**config.mk**
```make
export PLATFORM = sky130hd
export DESIGN_NAME = irq_controller_flat
export DESIGN_NICKNAME = d
export VERILOG_FILES = /design/src/rtl/irq_controller_pkg.sv /design/src/rtl/if_wb.sv /design/src/rtl/irq_sync.sv /design/src/rtl/irq_controller.sv /design/src/flat_wrapper.sv
export SDC_FILE = /design/constraint.sdc
export NUM_CORES = 1
export LEC_CHECK = 0
export CAP_MARGIN = 20
export CORE_MARGIN = 2
export CORE_UTILIZATION = 45
export CTS_BUF_LIST = sky130_fd_sc_hd__clkbuf_16
export CTS_CLUSTER_DIAMETER = 30
export CTS_CLUSTER_SIZE = 25
export DETAILED_ROUTE_END_ITERATION = 6
export PLACE_DENSITY = 0.76
export SYNTH_ARGS = -nofsm -noshare
export SYNTH_HDL_FRONTEND = slang
export SYNTH_SLANG_ARGS = --single-unit
export TNS_END_PERCENT = 5
```
**constraint.sdc**
```tcl
create_clock -name clk_i -period 1.3 [get_ports clk_i]
set_input_delay 0.13 -clock clk_i [delete_from_list [all_inputs] [get_ports clk_i]]
set_output_delay 0.13 -clock clk_i [all_outputs]
set_load 0.01 [all_outputs]
```
**src/rtl/irq_controller_pkg.sv**
```systemverilog
// Shared definitions for the interrupt controller.
//   reg_idx_e  : register index decoded from bus address bits [4:2]
//   first_set  : 1-based index of the lowest set bit, 0 when none set
package irq_controller_pkg;

  localparam int unsigned DATA_W = 32;

  typedef enum logic [2:0] {
    REG_PEND  = 3'd0,
    REG_MASK  = 3'd1,
    REG_MODE  = 3'd2,
    REG_POL   = 3'd3,
    REG_VEC   = 3'd4,
    REG_FORCE = 3'd5
  } reg_idx_e;

  // Scans from the top down so the lowest set bit is the last one written.
  function automatic logic [5:0] first_set(input logic [DATA_W-1:0] v);
    logic [5:0] r;
    r = '0;
    for (int unsigned k = DATA_W; k > 0; k--) begin
      if (v[k-1]) r = 6'(k);
    end
    return r;
  endfunction

endpackage

```
**src/rtl/if_wb.sv**
```systemverilog
// Pipelined Wishbone register-port bundle (32-bit data, byte address).
//   master : drives cyc, stb, we, adr, sel, dat_w
//   slave  : drives ack, stall, dat_r
interface if_wb;
  logic        cyc;
  logic        stb;
  logic        we;
  logic [31:0] adr;
  logic [3:0]  sel;
  logic [31:0] dat_w;
  logic [31:0] dat_r;
  logic        ack;
  logic        stall;

  modport master (output cyc, stb, we, adr, sel, dat_w, input dat_r, ack, stall);
  modport slave  (input cyc, stb, we, adr, sel, dat_w, output dat_r, ack, stall);
endinterface

```
**src/rtl/irq_sync.sv**
```systemverilog
// Per-source front end: synchronizer, polarity normalisation, edge detect.
//   clk_i, rst_i : clock, synchronous active-high reset
//   raw          : asynchronous interrupt request
//   pol          : 1 inverts the synchronized request (active-low source)
//   level        : normalised level s
//   rise         : s went 0 -> 1 relative to the previous cycle
module irq_sync #(
  parameter int unsigned SYNC_STAGES = 2
) (
  input  logic clk_i,
  input  logic rst_i,
  input  logic raw,
  input  logic pol,
  output logic level,
  output logic rise
);

  logic [SYNC_STAGES-1:0] sync_q;
  // fill_q tracks how far real samples have travelled down sync_q since
  // reset, so the all-zero reset contents are never mistaken for a low input.
  logic [SYNC_STAGES-1:0] fill_q;
  logic                   level_q;
  logic                   hist_valid_q;

  always_ff @(posedge clk_i) begin
    if (rst_i) begin
      sync_q       <= '0;
      fill_q       <= '0;
      level_q      <= 1'b0;
      hist_valid_q <= 1'b0;
    end else begin
      sync_q[0] <= raw;
      fill_q[0] <= 1'b1;
      for (int unsigned k = 1; k < SYNC_STAGES; k++) begin
        sync_q[k] <= sync_q[k-1];
        fill_q[k] <= fill_q[k-1];
      end
      level_q      <= level;
      hist_valid_q <= fill_q[SYNC_STAGES-1];
    end
  end

  assign level = sync_q[SYNC_STAGES-1] ^ pol;

  // An edge needs a previous level that came from a real sample; an input
  // held high through reset therefore has to fall and rise again.
  assign rise = hist_valid_q & level & ~level_q;

endmodule

```
**src/rtl/irq_controller.sv**
```systemverilog
// Interrupt controller with Wishbone register port.
//   clk_i, rst_i  : clock, synchronous active-high reset
//   bus           : Wishbone slave; registers at adr[4:2]:
//                   0 PEND (R, W1C), 1 MASK, 2 MODE (1=edge), 3 POL (1=low),
//                   4 VEC (R), 5 FORCE (W, sets PEND of edge sources)
//   irq_in        : asynchronous requests, bit i is source i
//   enabled       : CPU interrupt enable
//   cpu_exception : registered vector, 0 none, i+1 for source i
module irq_controller
  import irq_controller_pkg::*;
#(
  parameter int unsigned NUM_SRC     = 15,
  parameter int unsigned VEC_W       = 4,
  parameter int unsigned SYNC_STAGES = 2
) (
  input  logic               clk_i,
  input  logic               rst_i,
  if_wb.slave                bus,
  input  logic [NUM_SRC-1:0] irq_in,
  input  logic               enabled,
  output logic [VEC_W-1:0]   cpu_exception
);

  logic [NUM_SRC-1:0] pend_q;
  logic [NUM_SRC-1:0] mask_q;
  logic [NUM_SRC-1:0] mode_q;
  logic [NUM_SRC-1:0] pol_q;
  logic [NUM_SRC-1:0] level;
  logic [NUM_SRC-1:0] rise;
  logic [NUM_SRC-1:0] pend_next;
  logic [NUM_SRC-1:0] wdata;
  logic [NUM_SRC-1:0] clr_bits;
  logic [NUM_SRC-1:0] frc_bits;
  logic [DATA_W-1:0]  rd_data;
  logic [VEC_W-1:0]   vec_next;
  logic               req;
  logic               wr;
  logic               wr_pend;
  logic               wr_mask;
  logic               wr_mode;
  logic               wr_pol;
  logic               wr_force;
  reg_idx_e           idx;
  logic               unused_bus;

  for (genvar i = 0; i < NUM_SRC; i++) begin : g_src
    irq_sync #(
      .SYNC_STAGES(SYNC_STAGES)
    ) u_sync (
      .clk_i (clk_i),
      .rst_i (rst_i),
      .raw   (irq_in[i]),
      .pol   (pol_q[i]),
      .level (level[i]),
      .rise  (rise[i])
    );
  end

  // Every stb cycle is one access; stall is never raised.
  assign req        = bus.cyc & bus.stb;
  assign wr         = req & bus.we;
  assign idx        = reg_idx_e'(bus.adr[4:2]);
  assign wdata      = bus.dat_w[NUM_SRC-1:0];
  assign bus.stall  = 1'b0;
  assign unused_bus = ^{bus.adr[31:5], bus.adr[1:0], bus.sel, bus.dat_w[DATA_W-1:NUM_SRC]};

  always_comb begin
    wr_pend  = 1'b0;
    wr_mask  = 1'b0;
    wr_mode  = 1'b0;
    wr_pol   = 1'b0;
    wr_force = 1'b0;
    if (wr) begin
      case (idx)
        REG_PEND:  wr_pend  = 1'b1;
        REG_MASK:  wr_mask  = 1'b1;
        REG_MODE:  wr_mode  = 1'b1;
        REG_POL:   wr_pol   = 1'b1;
        REG_FORCE: wr_force = 1'b1;
        default:   ;
      endcase
    end
  end

  assign clr_bits = wr_pend  ? wdata : '0;
  assign frc_bits = wr_force ? wdata : '0;

  // Edge sources: set wins over a simultaneous W1C. Level sources mirror s.
  always_comb begin
    pend_next = '0;
    for (int unsigned k = 0; k < NUM_SRC; k++) begin
      if (mode_q[k]) begin
        pend_next[k] = rise[k] | frc_bits[k] | (pend_q[k] & ~clr_bits[k]);
      end else begin
        pend_next[k] = level[k];
      end
    end
  end

  always_comb begin
    rd_data = '0;
    case (idx)
      REG_PEND: rd_data[NUM_SRC-1:0] = pend_q;
      REG_MASK: rd_data[NUM_SRC-1:0] = mask_q;
      REG_MODE: rd_data[NUM_SRC-1:0] = mode_q;
      REG_POL:  rd_data[NUM_SRC-1:0] = pol_q;
      REG_VEC:  rd_data[VEC_W-1:0]   = cpu_exception;
      default:  ;
    endcase
  end

  assign vec_next = enabled ? VEC_W'(first_set(DATA_W'(pend_q & mask_q))) : '0;

  always_ff @(posedge clk_i) begin
    if (rst_i) begin
      pend_q        <= '0;
      mask_q        <= '0;
      mode_q        <= '0;
      pol_q         <= '0;
      cpu_exception <= '0;
      bus.ack       <= 1'b0;
      bus.dat_r     <= '0;
    end else begin
      pend_q        <= pend_next;
      cpu_exception <= vec_next;
      bus.ack       <= req;
      if (wr_mask) mask_q <= wdata;
      if (wr_mode) mode_q <= wdata;
      if (wr_pol)  pol_q  <= wdata;
      if (req && !bus.we) bus.dat_r <= rd_data;
    end
  end

endmodule

```
**src/flat_wrapper.sv**
```systemverilog
// flat-port wrapper written by rule: the top's interface ports become plain ports
module irq_controller_flat import irq_controller_pkg::*;
#(
  parameter int unsigned NUM_SRC     = 15,
  parameter int unsigned VEC_W       = 4,
  parameter int unsigned SYNC_STAGES = 2
)
  (clk_i, rst_i, irq_in, enabled, cpu_exception, bus_cyc, bus_stb, bus_we, bus_adr, bus_sel, bus_dat_w, bus_dat_r, bus_ack, bus_stall);
  if_wb bus_i ();
  input  logic clk_i;
  input  logic rst_i;
  input  logic [NUM_SRC-1:0] irq_in;
  input  logic enabled;
  output logic [VEC_W-1:0] cpu_exception;
  input wire logic [$bits(bus_i.cyc)-1:0] bus_cyc;
  input wire logic [$bits(bus_i.stb)-1:0] bus_stb;
  input wire logic [$bits(bus_i.we)-1:0] bus_we;
  input wire logic [$bits(bus_i.adr)-1:0] bus_adr;
  input wire logic [$bits(bus_i.sel)-1:0] bus_sel;
  input wire logic [$bits(bus_i.dat_w)-1:0] bus_dat_w;
  output wire logic [$bits(bus_i.dat_r)-1:0] bus_dat_r;
  output wire logic [$bits(bus_i.ack)-1:0] bus_ack;
  output wire logic [$bits(bus_i.stall)-1:0] bus_stall;
  assign bus_i.cyc = bus_cyc;
  assign bus_i.stb = bus_stb;
  assign bus_i.we = bus_we;
  assign bus_i.adr = bus_adr;
  assign bus_i.sel = bus_sel;
  assign bus_i.dat_w = bus_dat_w;
  assign bus_dat_r = bus_i.dat_r;
  assign bus_ack = bus_i.ack;
  assign bus_stall = bus_i.stall;
  irq_controller #(.NUM_SRC(NUM_SRC), .VEC_W(VEC_W), .SYNC_STAGES(SYNC_STAGES)) u_core (.clk_i(clk_i), .rst_i(rst_i), .bus(bus_i), .irq_in(irq_in), .enabled(enabled), .cpu_exception(cpu_exception));
endmodule
```
==> results.md <==
- RSZ-0062 raised after global routing: yes
- Area of the die: ~13000 µm²
- Dpl hpwl: roughly 8.9 mm
- Total CTS buffers: 17
- Met1 usage: 25.9%
- PortBufs: 58
- VDD IR-drop max: ~740 µV
- Worst min-delay path class: input port to flop
- Required @ worst endpoint: 1.63 ns
- Peak Freq: between 700 and 800 MHz
- Skew-Pair Late Insertion Delay: between 0.4 and 0.5 ns
- Initial drt markers: 407
- Routed vias: approximately 4400
- First-pass GRT wire length: between 20 and 25 mm
- Post-route ant nets: 0
- Number of diodes: 0
- Placer Congestion: 0.839
- CTS Sinks: roughly 130
- CP Max Fanout: 3
- # IOs: about 130
- CTS Hold Bufs: 0
- Netlist Area Pre-Place: approximately 5300 µm²
- Yosys warns: 0
- Filler cells: 949
- Vias/cell: between 5 and 6
- M2 GR Usage: around a third
- Violated checks: negative setup slack
- CORE AREA: 11500 µm²
- Htree depth: 4
- All-layer global routing usage: ~21%
- Chip Width: 112 µm
- Area Growth Syn to Fin: 27.5%
- Crit path launch type: flop
- Pre-Repair DR Iteration Count: 5
- Gr busiest metal: met2
- Starting Density: between 40% and 50%
- Worst-path clk slew: about 0.060 ns
- Share of layout cells above drive strength 1: around 15%
- Wirelength, routed: approximately 13 mm
- Final period utilization: 100%
- Setup-failing EPs final: 1
- GRT overflow: 0
- Nets@finish: about 720
- CTS root buf: clkbuf_16
- Hold Fails Final Rpt: 0
- Synth unique cells: between 40 and 50
- Maximum capacitance violations: 0
- Initial antenna violation count: 0
- FP Rows: 39
- Crit path capture type: flop
- Routed len/inst: around 16 µm
- Synthesized instance count: roughly 540
- Place WS: -0.788 ns
- CTS tree: yes
- Critical path type: flop to flop
- DR DRC count: 0
- Final worst slack: -0.000704 ns
- Max-slew violation count: 0
- Final Power: between 8 and 9 mW
- Leakage: approximately 2.7 nW
- Mean Syn Cell Area: about 9.7 µm²
- Number of synthesized register bits: ~130
- Die Y: 112 µm
- Outcome: complete, but fails checks
- Met3 usage: about 4.2%
- Seq/Total Area, Yosys: between 40 and 50%
- Arr. time, crit path: between 1.5 and 2 ns
- Vias in the first global route: approximately 4200
- Max clock buf depth: 2
- Pin count of the biggest net entering global routing: 44
- Minimum clock period: between 1 and 1.5 ns
- Pwr Density: around 1300 nW/µm²
- Skew final: ~0.018 ns
[metal layers]
metal | up-vias | share of wire [%]
met5 | - | 0
met1 | 2064 | 41
li1 | 2069 | -
met2 | 226 | 49
met4 | 0 | 1.7
met3 | 21 | 8.2
[flip-flops by register name, summed over array words and instances, names as in the netlist]
register                          count
u_core.pend_q                        15
u_core.bus.dat_r                     15
u_core.bus.ack                        1
u_core.mask_q                        15
u_core.g_src.u_sync.fill_q            2
u_core.cpu_exception                  4
u_core.g_src.u_sync.sync_q           30
u_core.mode_q                        15
u_core.g_src.u_sync.hist_valid_q      1
u_core.g_src.u_sync.level_q          15
u_core.pol_q                         15
[layout make-up]
class	count	area, µm²	area share, %
Clock buffer	17	425	6.31
Clock inverter	15	105	1.56
Inverter	2	7.51	0.111
Multi-Input combinational cell	379	2470	36.6
Sequential cell	128	2560	38.0
Tap cell	143	179	2.65
Timing Repair Buffer	102	997	14.8
[metrics by stage]
stage                     setup TNS (ns)  utilization (%)  cells  instance area [µm²]  hold WS (ns)
final                          -0.000704             58.8    786                 6750         0.228
after global routing           -0.000355             58.8    786                 6750         0.223
after CTS                              0             58.8    786                 6740         0.205
after detailed placement          -43.90             53.7    751                 6160         0.420
after global placement            -41.49             53.7    751                 6160         0.417
after floorplan                        0                -    561                 5360         0.258
[cell families (layout without fill, tap and decap cells)]
logic type      after synthesis  count (layout)  synth area share (%)
other cells                   1              18                0.0709
compound gates              134             134                  17.7
simple gates                181             181                  16.6
mux                          31              31                  8.49
xor+xnor                     15              15                  2.48
flops                       128             128                  48.4
buf+inv                      54             136                  6.27
[synth_stat cells, drive strengths merged]
cell | number | share of area (%)
mux2 | 1 | 0.21
xnor2 | 15 | 2.5
a41o | 16 | 3.0
a22oi | 14 | 2.0
a222oi | 1 | 0.19
dfxtp | 128 | 48
o22ai | 1 | 0.12
and2b | 1 | 0.14
inv | 2 | 0.14
nor3 | 4 | 0.59
a21oi | 33 | 3.1
and3 | 2 | 0.24
o21a | 1 | 0.14
nand2 | 75 | 5.3
nand3 | 3 | 0.28
a22o | 6 | 0.99
nor4 | 1 | 0.40
o31a | 1 | 0.17
a32o | 17 | 3.2
nand3b | 4 | 0.57
o21ai | 35 | 3.3
o221a | 2 | 0.43
conb | 1 | 0.071
nand2b | 2 | 0.38
o31ai | 1 | 0.14
a211o | 2 | 0.33
a31oi | 2 | 0.24
nor2 | 52 | 3.9
mux4 | 11 | 4.7
mux2i | 19 | 3.6
nor3b | 1 | 0.14
buf | 35 | 4.9
nor2b | 35 | 4.2
a211oi | 2 | 0.28
nand4b | 1 | 0.45
clkbuf | 17 | 1.2
[worst max-delay path: stages, from the launching register on]
cell,delay (ns)
dfxtp_2,0.34
buf_4,0.14
a22o_1,0.25
a31oi_1,0.19
o31ai_1,0.11
a21oi_1,0.18
[path summary, 6_finish.rpt]
path / slack, ns / end / cells past startpoint / start
worst min register to register: 0.43 / u_core.g_src[14].u_sync.sync_q[1] / 1 / u_core.g_src[14].u_sync.sync_q[0]
worst min-delay path: 0.23 / u_core.pol_q[2] / 3 / rst_i
worst max-delay path: -0.0007 / u_core.cpu_exception[1] / 5 / u_core.pend_q[8]
worst max register to register: -0.0007 / u_core.cpu_exception[1] / 5 / u_core.pend_q[8]
[cells in the final DEF, fill, tap and decap left out, types with 3 or more instances in the layout]
master / count
a21oi_1: 33
a22o_1: 6
a22oi_1: 13
a32o_1: 17
a41o_1: 16
buf_12: 7
buf_4: 29
buf_6: 9
clkbuf_16: 17
clkdlybuf4s50_1: 31
clkinv_1: 4
clkinv_2: 4
conb_1: 18
dfxtp_1: 127
dlygate4sd2_1: 26
inv_1: 4
mux2i_1: 19
mux4_2: 11
nand2_1: 75
nand3_1: 3
nand3b_1: 4
nor2_1: 49
nor2b_1: 34
nor3_1: 3
o21ai_0: 34
xnor2_1: 15
[report_power, final]
group	internal, mW	switching, mW	total (mW)
clock	2.57	1.63	4.20
combinational	0.310	0.309	0.619
sequential	4.02	0.0498	4.07
[timing repair]
item                                    in CTS  in global routing
resized for setup                           39                  3
buffers inserted                             3                  0
endpoints found under the setup margin      95                  3
pin swaps                                    3                  1
(Power assumes the default switching activity.)
